$ cat src/rtl/mirfak_muldiv_pkg.sv
// rtl/mirfak_muldiv_pkg.sv - shared op encodings, FSM states and constants for the M-extension unit
package mirfak_muldiv_pkg;

    localparam logic [2:0] OP_MUL    = 3'b000;
    localparam logic [2:0] OP_MULH   = 3'b001;
    localparam logic [2:0] OP_MULHSU = 3'b010;
    localparam logic [2:0] OP_MULHU  = 3'b011;
    localparam logic [2:0] OP_DIV    = 3'b100;
    localparam logic [2:0] OP_DIVU   = 3'b101;
    localparam logic [2:0] OP_REM    = 3'b110;
    localparam logic [2:0] OP_REMU   = 3'b111;

    localparam int          ITERS        = 32;
    localparam logic [31:0] DIV_ZERO_Q   = 32'hFFFF_FFFF;
    localparam logic [31:0] INT_MIN      = 32'h8000_0000;

    typedef enum logic [2:0] {
        S_IDLE = 3'd0,
        S_MUL  = 3'd1,
        S_DIV  = 3'd2,
        S_FIX  = 3'd3,
        S_DONE = 3'd4
    } state_e;

    function automatic logic signed_a(input logic [2:0] op);
        return (op == OP_MULH) || (op == OP_MULHSU) || (op == OP_DIV) || (op == OP_REM);
    endfunction

    function automatic logic signed_b(input logic [2:0] op);
        return (op == OP_MULH) || (op == OP_DIV) || (op == OP_REM);
    endfunction

endpackage

$ cat src/rtl/mirfak_muldiv_if.sv
// rtl/mirfak_muldiv_if.sv - execute-stage request/response bundle for the M-extension unit
interface mirfak_muldiv_if;
    logic        muldiv_valid_i;
    logic [2:0]  muldiv_op_i;
    logic [31:0] muldiv_rs1_i;
    logic [31:0] muldiv_rs2_i;
    logic        muldiv_kill_i;
    logic [31:0] muldiv_result_o;
    logic        muldiv_ready_o;
    logic        muldiv_stall_o;

    modport master (
        output muldiv_valid_i, muldiv_op_i, muldiv_rs1_i, muldiv_rs2_i, muldiv_kill_i,
        input  muldiv_result_o, muldiv_ready_o, muldiv_stall_o
    );

    modport slave (
        input  muldiv_valid_i, muldiv_op_i, muldiv_rs1_i, muldiv_rs2_i, muldiv_kill_i,
        output muldiv_result_o, muldiv_ready_o, muldiv_stall_o
    );
endinterface

$ cat src/rtl/mirfak_muldiv_dp.sv
// rtl/mirfak_muldiv_dp.sv - shared 64-bit shift/add-subtract datapath with sign fix and result select
module mirfak_muldiv_dp
    import mirfak_muldiv_pkg::*;
(
    input  logic        clk_i,
    input  logic        rst_i,
    input  logic        load_i,
    input  logic        step_i,
    input  logic [2:0]  op_i,
    input  logic        neg_i,
    input  logic [31:0] a_mag_i,
    input  logic [31:0] b_mag_i,
    output logic [31:0] result_o
);

    // acc holds {hi, lo}: product accumulator for MUL, {remainder, quotient} for DIV
    logic [63:0] acc_q, acc_d;
    logic [31:0] opnd_q, opnd_d;
    logic [32:0] mul_hi;
    logic [32:0] div_diff;
    logic [63:0] prod;
    logic [31:0] quo;
    logic [31:0] rem;

    always_comb begin
        acc_d    = acc_q;
        opnd_d   = opnd_q;
        mul_hi   = {1'b0, acc_q[63:32]} + (acc_q[0] ? {1'b0, opnd_q} : 33'd0);
        div_diff = acc_q[63:31] - {1'b0, opnd_q};
        if (load_i) begin
            acc_d  = op_i[2] ? {32'd0, a_mag_i} : {32'd0, b_mag_i};
            opnd_d = op_i[2] ? b_mag_i : a_mag_i;
        end else if (step_i) begin
            if (!op_i[2]) begin
                acc_d = {mul_hi, acc_q[31:1]};
            end else if (div_diff[32]) begin
                acc_d = {acc_q[62:0], 1'b0};
            end else begin
                acc_d = {div_diff[31:0], acc_q[30:0], 1'b1};
            end
        end
    end

    always_ff @(posedge clk_i) begin
        if (rst_i) begin
            acc_q  <= 64'd0;
            opnd_q <= 32'd0;
        end else begin
            acc_q  <= acc_d;
            opnd_q <= opnd_d;
        end
    end

    always_comb begin
        prod = neg_i ? (~acc_q + 64'd1) : acc_q;
        quo  = neg_i ? (~acc_q[31:0] + 32'd1) : acc_q[31:0];
        rem  = neg_i ? (~acc_q[63:32] + 32'd1) : acc_q[63:32];
        case (op_i)
            OP_MUL:                       result_o = prod[31:0];
            OP_MULH, OP_MULHSU, OP_MULHU: result_o = prod[63:32];
            OP_DIV, OP_DIVU:              result_o = quo;
            default:                      result_o = rem;
        endcase
    end

endmodule

$ cat src/rtl/mirfak_muldiv.sv
// rtl/mirfak_muldiv.sv - sequential MUL/DIV/REM unit that stalls EX until its result is ready
module mirfak_muldiv
    import mirfak_muldiv_pkg::*;
#(
    parameter bit ENABLE_MULTDIV = 1'b1
) (
    input  logic              clk_i,
    input  logic              rst_i,
    mirfak_muldiv_if.slave    md
);

    state_e      state_q, state_d;
    logic [5:0]  cnt_q, cnt_d;
    logic [2:0]  op_q, op_d;
    logic        sign_q, sign_d;
    logic [31:0] result_q, result_d;
    logic        dp_load, dp_step;
    logic [31:0] dp_result;
    logic        valid, kill, sa, sb, ready;
    logic [31:0] a, b, a_mag, b_mag;

    assign valid = ENABLE_MULTDIV & md.muldiv_valid_i;
    assign kill  = md.muldiv_kill_i;
    assign a     = md.muldiv_rs1_i;
    assign b     = md.muldiv_rs2_i;
    assign sa    = signed_a(md.muldiv_op_i) & a[31];
    assign sb    = signed_b(md.muldiv_op_i) & b[31];
    assign a_mag = sa ? (~a + 32'd1) : a;
    assign b_mag = sb ? (~b + 32'd1) : b;

    always_comb begin
        state_d  = state_q;
        cnt_d    = cnt_q;
        op_d     = op_q;
        sign_d   = sign_q;
        result_d = result_q;
        dp_load  = 1'b0;
        dp_step  = 1'b0;
        case (state_q)
            S_IDLE: begin
                if (valid && !kill) begin
                    op_d   = md.muldiv_op_i;
                    sign_d = (md.muldiv_op_i[2] && md.muldiv_op_i[1]) ? sa : (sa ^ sb);
                    cnt_d  = 6'd0;
                    // Divide-by-zero and signed overflow bypass the iteration loop
                    if (md.muldiv_op_i[2] && b == 32'd0) begin
                        result_d = md.muldiv_op_i[1] ? a : DIV_ZERO_Q;
                        state_d  = S_DONE;
                    end else if (md.muldiv_op_i[2] && !md.muldiv_op_i[0] &&
                                 a == INT_MIN && b == 32'hFFFF_FFFF) begin
                        result_d = md.muldiv_op_i[1] ? 32'd0 : INT_MIN;
                        state_d  = S_DONE;
                    end else begin
                        dp_load = 1'b1;
                        state_d = md.muldiv_op_i[2] ? S_DIV : S_MUL;
                    end
                end
            end
            S_MUL, S_DIV: begin
                dp_step = 1'b1;
                cnt_d   = cnt_q + 6'd1;
                if (cnt_q == 6'(ITERS - 1)) begin
                    state_d = S_FIX;
                end
            end
            S_FIX: begin
                result_d = dp_result;
                state_d  = S_DONE;
            end
            default: state_d = S_IDLE;
        endcase
        if (kill) begin
            state_d  = S_IDLE;
            cnt_d    = 6'd0;
            result_d = result_q;
            dp_load  = 1'b0;
            dp_step  = 1'b0;
        end
    end

    always_ff @(posedge clk_i) begin
        if (rst_i) begin
            state_q  <= S_IDLE;
            cnt_q    <= 6'd0;
            op_q     <= 3'd0;
            sign_q   <= 1'b0;
            result_q <= 32'd0;
        end else begin
            state_q  <= state_d;
            cnt_q    <= cnt_d;
            op_q     <= op_d;
            sign_q   <= sign_d;
            result_q <= result_d;
        end
    end

    mirfak_muldiv_dp u_dp (
        .clk_i    (clk_i),
        .rst_i    (rst_i),
        .load_i   (dp_load),
        .step_i   (dp_step),
        .op_i     (dp_load ? md.muldiv_op_i : op_q),
        .neg_i    (sign_q),
        .a_mag_i  (a_mag),
        .b_mag_i  (b_mag),
        .result_o (dp_result)
    );

    assign ready              = ENABLE_MULTDIV & (state_q == S_DONE) & ~kill;
    assign md.muldiv_ready_o  = ready;
    assign md.muldiv_result_o = ENABLE_MULTDIV ? result_q : 32'd0;
    assign md.muldiv_stall_o  = valid & ~ready;

endmodule

$ cat src/flat_wrapper.sv
// flat-port wrapper written by rule: the top's interface ports become plain ports
module mirfak_muldiv_flat import mirfak_muldiv_pkg::*;
#(
    parameter bit ENABLE_MULTDIV = 1'b1
)
  (clk_i, rst_i, md_muldiv_valid_i, md_muldiv_op_i, md_muldiv_rs1_i, md_muldiv_rs2_i, md_muldiv_kill_i, md_muldiv_result_o, md_muldiv_ready_o, md_muldiv_stall_o);
  mirfak_muldiv_if md_i ();
  input  logic clk_i;
  input  logic rst_i;
  input wire logic [$bits(md_i.muldiv_valid_i)-1:0] md_muldiv_valid_i;
  input wire logic [$bits(md_i.muldiv_op_i)-1:0] md_muldiv_op_i;
  input wire logic [$bits(md_i.muldiv_rs1_i)-1:0] md_muldiv_rs1_i;
  input wire logic [$bits(md_i.muldiv_rs2_i)-1:0] md_muldiv_rs2_i;
  input wire logic [$bits(md_i.muldiv_kill_i)-1:0] md_muldiv_kill_i;
  output wire logic [$bits(md_i.muldiv_result_o)-1:0] md_muldiv_result_o;
  output wire logic [$bits(md_i.muldiv_ready_o)-1:0] md_muldiv_ready_o;
  output wire logic [$bits(md_i.muldiv_stall_o)-1:0] md_muldiv_stall_o;
  assign md_i.muldiv_valid_i = md_muldiv_valid_i;
  assign md_i.muldiv_op_i = md_muldiv_op_i;
  assign md_i.muldiv_rs1_i = md_muldiv_rs1_i;
  assign md_i.muldiv_rs2_i = md_muldiv_rs2_i;
  assign md_i.muldiv_kill_i = md_muldiv_kill_i;
  assign md_muldiv_result_o = md_i.muldiv_result_o;
  assign md_muldiv_ready_o = md_i.muldiv_ready_o;
  assign md_muldiv_stall_o = md_i.muldiv_stall_o;
  mirfak_muldiv #(.ENABLE_MULTDIV(ENABLE_MULTDIV)) u_core (.clk_i(clk_i), .rst_i(rst_i), .md(md_i));
endmodule
$ cat config.mk
export PLATFORM = sky130hd
export DESIGN_NAME = mirfak_muldiv_flat
export DESIGN_NICKNAME = d
export VERILOG_FILES = /design/src/rtl/mirfak_muldiv_pkg.sv /design/src/rtl/mirfak_muldiv_if.sv /design/src/rtl/mirfak_muldiv_dp.sv /design/src/rtl/mirfak_muldiv.sv /design/src/flat_wrapper.sv
export SDC_FILE = /design/constraint.sdc
export NUM_CORES = 1
export LEC_CHECK = 0
export CAP_MARGIN = 0
export CORE_MARGIN = 4
export CORE_UTILIZATION = 50
export CTS_BUF_LIST = sky130_fd_sc_hd__clkbuf_2
export CTS_CLUSTER_SIZE = 14
export DETAILED_ROUTE_END_ITERATION = 6
export PLACE_DENSITY = 0.7
export REMOVE_ABC_BUFFERS = 1
export SLEW_MARGIN = 5
export SYNTH_ARGS = -nofsm -noshare
export SYNTH_HDL_FRONTEND = slang
export SYNTH_SLANG_ARGS = --single-unit
$ cat constraint.sdc
create_clock -name clk_i -period 9.5 [get_ports clk_i]
set_clock_uncertainty 0.2 [all_clocks]
set_input_delay 0.95 -clock clk_i [delete_from_list [all_inputs] [get_ports clk_i]]
set_output_delay 0.95 -clock clk_i [all_outputs]
set_load 0.05 [all_outputs]
# Word level (Yosys, flattened, before mapping)

Index checks and enable logic that the tools add are counted.

Register bits: 141
Output and inout port bits: 34
Latch bits: 0
Bits in read-only memories: 0
RAM bits: 0
Memories: 0

Multiply operators: 0
Bitwise logic cells: 12
Div/mod/pow operators: 0
Add/sub/neg operators: 8
Muxes and demuxes: 36
$lt $le $gt $ge: 0
Equality and inequality tests: 19
Reduce and logical (&&, ||, !) cells: 27
Shifts and indexed selects: 0

Operators with widths:

| cell                                          | count |
|---|---|
| two-way mux 32 bit                            | 12 |
| two-way mux 64 bit                            | 5 |
| adder 32 x 1 -> 32 bit, second input constant | 4 |
| inverter 32 bit                               | 4 |
| one-hot mux 32 bit (3 select lines)           | 1 |
| adder 64 x 1 -> 64 bit, second input constant | 1 |
| == test 32 bit, second input constant         | 2 |
| inverter 64 bit                               | 1 |
| one-hot mux 32 bit (2 select lines)           | 1 |
| adder 32 x 33 -> 33 bit                       | 1 |
| subtractor 33 x 32 -> 33 bit                  | 1 |
| zero test 32 bit                              | 1 |
| == test 3 x 2 -> 1 bit, second input constant | 5 |
| == test 3 bit, second input constant          | 5 |
| two-way mux 3 bit                             | 5 |
| one-hot mux 6 bit (2 select lines)            | 1 |
| == test 3 x 1 -> 1 bit, second input constant | 3 |
| one-hot mux 3 bit (3 select lines)            | 1 |
| two-way mux 1 bit                             | 8 |
| adder 6 x 1 -> 6 bit, second input constant   | 1 |
| == test 6 x 5 -> 1 bit, second input constant | 1 |
| logical AND 1 bit                             | 6 |
| zero test 3 bit                               | 2 |
| two-way mux 6 bit                             | 1 |
| 13 further kinds                              | 29 |

# Depth between registers and ports, before layout

Depth in word-level cells: 14
Gate-level depth with buffers: 16
Gate-level depth less buffers: 14

# Hierarchy

Synthesis repeated with hierarchy kept, for this count alone.

Cells, all modules: 2,018
Area total of the unflattened synthesis: 14,879.3 µm²

Modules (own cells, without submodules):

| module           | instances | sequential area each (µm²) | cells each | area each (µm²) |
|---|---|---|---|---|
| mirfak_muldiv_dp | 1         | 1,921.8                    | 1,474      | 10,747.8 |
| mirfak_muldiv    | 1         | 900.9                      | 544        | 4,131.5 |

# Least setup slack after synthesis

OpenSTA, ideal clock, no wires.

Path kind: input to output
Start point: in md_muldiv_kill_i
End point: out md_muldiv_stall_o
Data required time: 8,350 ps
Path slack: 4,857 ps
Arrival time: 3,493 ps
Stages: 3
Path buffers: 1
Path through: clkbuf_1 > nor4b_1 > nor2b_1

Cells in the longest elaborated chain, start to end: 4

Ends and longest elaborated chain:

| element               | RTL line             | source |
|---|---|---|
| from (decl)           | flat_wrapper.sv:14   | `input wire logic [$bits(md_i.muldiv_kill_i)-1:0] md_muldiv_kill_i;` |
| inverter 1 bit        | mirfak_muldiv.sv:109 | `assign ready = ENABLE_MULTDIV & (state_q == S_DONE) & ~kill;` |
| bitwise AND 1 bit     | mirfak_muldiv.sv:109 |  |
| net md_muldiv_ready_o | flat_wrapper.sv:16   | `output wire logic [$bits(md_i.muldiv_ready_o)-1:0] md_muldiv_ready_o;` |
| inverter 1 bit        | mirfak_muldiv.sv:112 | `assign md.muldiv_stall_o = valid & ~ready;` |
| bitwise AND 1 bit     | mirfak_muldiv.sv:112 |  |
| to (decl)             | flat_wrapper.sv:17   | `output wire logic [$bits(md_i.muldiv_stall_o)-1:0] md_muldiv_stall_o;` |

The timed path passes the listed nets, and every way through them passes these cells.

# Final worst setup path

Start point: in md_muldiv_rs2_i[0]
End point: reg u_core.result_q[19], in the netlist u_core.md.muldiv_result_o[19]

Cells in the longest elaborated chain, start to end: 12
Elaborated cells between the ends (all ways): 24
Classes of those cells: eq/ne (7); mux (10); reduce/logical (7)

Ends and longest elaborated chain:

| element                                                  | RTL line               | source |
|---|---|---|
| from (decl)                                              | flat_wrapper.sv:13     | `input wire logic [$bits(md_i.muldiv_rs2_i)-1:0] md_muldiv_rs2_i;` |
| == test 32 bit                                           | mirfak_muldiv.sv:50    | `a == INT_MIN && b == 32'hFFFF_FFFF) begin` |
| logical AND 1 bit                                        | mirfak_muldiv.sv:50    |  |
| two-way mux 1 bit                                        | mirfak_muldiv.sv:49    | `end else if (md.muldiv_op_i[2] && !md.muldiv_op_i[0] &&` |
| two-way mux 1 bit                                        | mirfak_muldiv.sv:46    | `if (md.muldiv_op_i[2] && b == 32'd0) begin` |
| two-way mux 1 bit                                        | mirfak_muldiv.sv:41    | `if (valid && !kill) begin` |
| two-way mux 1 bit                                        | mirfak_muldiv.sv:39    | `case (state_q)` |
| two-way mux 1 bit                                        | mirfak_muldiv.sv:72    | `if (kill) begin` |
| two-way mux 3 bit                                        | mirfak_muldiv.sv:102   | `.op_i (dp_load ? md.muldiv_op_i : op_q),` |
| == test 3 x 1 -> 1 bit, or another cell as far along     | mirfak_muldiv_dp.sv:58 | `case (op_i)` |
| OR reduction 3 bit or OR reduction 2 bit (tied branches) | mirfak_muldiv_dp.sv:58 |  |
| one-hot mux 32 bit (3 select lines)                      | mirfak_muldiv_dp.sv:58 |  |
| one-hot mux 32 bit (2 select lines)                      | mirfak_muldiv.sv:39    |  |
| to (signal assigned)                                     | mirfak_muldiv.sv:93    | `result_q <= result_d;` |
| to (decl)                                                | mirfak_muldiv.sv:16    | `logic [31:0] result_q, result_d;` |

Parallel ways exist; a longest one is shown, timed or not. The select of a mux whose other input is x is not followed.
A chain may end at the register's enable or synchronous reset.

==> out/results.tsv <==
metric	value	unit
worst reg2reg startpoint	u_core.u_dp.acc_q[31]	
GRT Residual Overflow	0	
Worst Tran Pin Value	1.19	ns
FFs w/ async S/R, synth	0	%
post-layout worst setup margin	4.10	ns
switching portion of total power	39.2	%
drt initial violations	1690	
P_sw	0.000627	W
nets	2070	
Avg WL per Cell	21.4	um
via count	14900	
total CTS buffers	17	
RSZ-0062 raised after global routing	false	
Post-synth EDFFs	0	
Flop pwr share	40.7	%
post-synth top area share	20.4	%
clock slew seen by the registers of the worst setup and hold paths	0.22	ns
largest net degree at the start of global routing	84	
FILL cells	2667	
final setup violation count	0	
Post-CTS Resized	0	
GPL Wtd Cong	0.946	
CTS tree	yes	
Total Routing Usage GR	31.4	%
Yosys top cell by area	dfxtp_1	
antenna-violating nets left	0	
synthesized-area fraction occupied by xor and xnor cells	10.2	%
drt pass-1 iters	7	
top-count cell post-synth	nand2_1	
Simple-Gate Fraction of Synth Area	21.6	%
cts hold-fix bufs	0	
synth-to-layout area growth	10.2	%
initial antenna violation count	1	
fin crit period	5.40	ns
Max FO, Critical Path	71	
pwr/cell area	105	nW/um^2
instance area at placement	15000	um^2
Critical Path AT	5.87	ns
Crit. End Element	register	
Syn Std Cell Area	13800	um^2
Max clock buf depth	2	
detailed placement HPWL	37500	um
Final Slew Violations	0	
top cells by area, synth	dfxtp_1 20%, ha_1 6.3%, nand2_1 6.2%	
# port buffers	104	
final hold vios	0	
Pint	0.000971	W
Routed WL	49400	um
die height	174	um
WP data required	9.97	ns
post-layout util	56.2	%
synth warn	0	
Tcrit/Tclk final	56.8	%
Clk network pwr share	25.6	%
sequential area share after synthesis	20.4	%
clock sinks	141	
Pleak	5.84	nW
CTS H-tree depth	4	
Max VDD drop	0.0000650	V
Synth cell types	81	
Hold Crit Start	u_core.md.muldiv_result_o[29]	
post-synthesis adder-cell area fraction	6.63	%
vias in the first global route	13800	
Synth Flop Type	dfxtp_1	
vias per cell	6.42	
Combinational Power Share	33.7	%
DIE WIDTH	174	um
pre-CTS worst setup slack	3.41	ns
Worst-Skew Late Latency	0.79	ns
Ports	105	
Synth top cells by count	227 x nand2_1, 184 x nor2_1, 170 x a21oi_1, 144 x o21ai_0, 141 x dfxtp_1	
Site Rows	60	
Syn Area/Cell	7.23	um^2
Relative slew margins	20.3	%
status	finished, final reports clean	
CP Launch Type	primary input	
share of layout cells above drive strength 1	5.05	%
worst min path class	reg -> reg	
post-synthesis mux area share	5.24	%
post-synthesis compound-gate area fraction	30.7	%
largest family of logic cells by synthesized area	compound AO/OA/AOI/OAI gates	
FF-to-FF setup slack	4.37	ns
Max Cap Viol	0	
synthesis-stage register bit count	141	
crit path launch	md_muldiv_rs2_i[0]	
first-pass GRT wire length	77200	um
Setup Fix Bufs, Post-CTS	0	
Max Freq	185	MHz
root buf cell	clkbuf_2	
Die ar.	30300	um^2
kind of critical path	in -> reg	
post-route cell area	15200	um^2
synthesized instance count	1911	
drt drc	0	
Core Box Area	27100	um^2
setup TNS	0	ns
Starting Density	51.0	%
==> critical path, stage by stage <==
cell and delay [ns]:
clkdlybuf4s50_1 0.50, inv_1 0.09, ha_1 0.16, or3b_2 0.52
nor4_2 0.58, nand4_1 0.30, o21a_2 0.26, nand2_8 0.38
mux2_2 0.56, nand2_1 0.71, nand2_1 0.25, a311o_1 0.33
a32o_1 0.24
==> area by class of cell <==
cell class	instances	area, um^2	share of cell area, %
sequential	141	2820	18.6
clock inverter	14	165	1.08
timing repair buffer	121	1160	7.61
inverter	60	225	1.48
tap	372	465	3.06
antenna	1	2.50	0.0164
multi-input combinational	1586	10300	67.6
clock buffer	18	90.1	0.592
==> per-stage QoR <==
| stage | hold slack [ns] | total power [W] | cells |
|---|---|---|---|
| 3_5_place_dp | 0.241 | 0.00118 | 2280 |
| 6_report | 0.266 | 0.00160 | 2313 |
| 2_1_floorplan | 0.226 | 0.00100 | 1787 |
| 3_3_place_gp | 0.233 | 0.00118 | 2280 |
| 5_1_grt | 0.284 | 0.00167 | 2313 |
| 4_1_cts | 0.265 | 0.00158 | 2312 |
==> flip-flops by register name, indices dropped and copies added (netlist names) <==
name,count
u_core.md.muldiv_result_o,32
u_core.cnt_q,6
u_core.sign_q,1
u_core.state_q,3
u_core.op_q,3
u_core.u_dp.acc_q,64
u_core.u_dp.opnd_q,32
==> power groups by stage <==
stage | clock, W | combinational [W] | sequential [W]
global route | 0.000428 | 0.000585 | 0.000653
detailed placement | 0 | 0.000525 | 0.000660
floorplan | 0 | 0.000348 | 0.000655
finish | 0.000409 | 0.000539 | 0.000650
CTS | 0.000407 | 0.000528 | 0.000648
global placement | 0 | 0.000521 | 0.000659
==> logic make-up after synthesis <==
| logic type | count (synthesis) |
|---|---|
| muxes | 71 |
| xor gates and xnor gates | 161 |
| buffers and inverters | 184 |
| DFF | 141 |
| adders and majority gates | 72 |
| and+or+nand+nor | 626 |
| AOI/OAI and AO/OA | 656 |
==> cells in the final DEF, fill, tap and decap left out, drive strengths merged, types with 20 or more instances in the layout <==
master,synthesis,final
a22oi,20,20
nor4,20,20
o211ai,55,55
nand2,228,228
xor2,70,70
or4,24,24
clkdlybuf4s50,0,102
a21o,32,32
a21oi,172,172
nor3,32,32
xnor2,91,91
a211oi,34,34
nor2,185,185
ha,70,70
o31ai,32,32
nand4,20,20
o21ai,157,157
dfxtp,141,141
inv,60,64
mux2i,64,64
==> layer usage <==
metal / GRT usage [%] / part of all wire [%] / vias up
li1: - / - / 7055
met1: 43.7 / 44 / 7021
met2: 49.5 / 45 / 684
met3: 5.20 / 8.7 / 101
met4: 10.3 / 3.0 / 0
met5: 0 / 0 / -
==> path summary, 6_finish.rpt <==
check	end	cells after the start
max	u_core.md.muldiv_result_o[19]	13
min reg2reg	u_core.md.muldiv_result_o[29]	2
min	u_core.md.muldiv_result_o[29]	2
max reg2reg	u_core.u_dp.acc_q[61]	15
(Power assumes the default switching activity.)
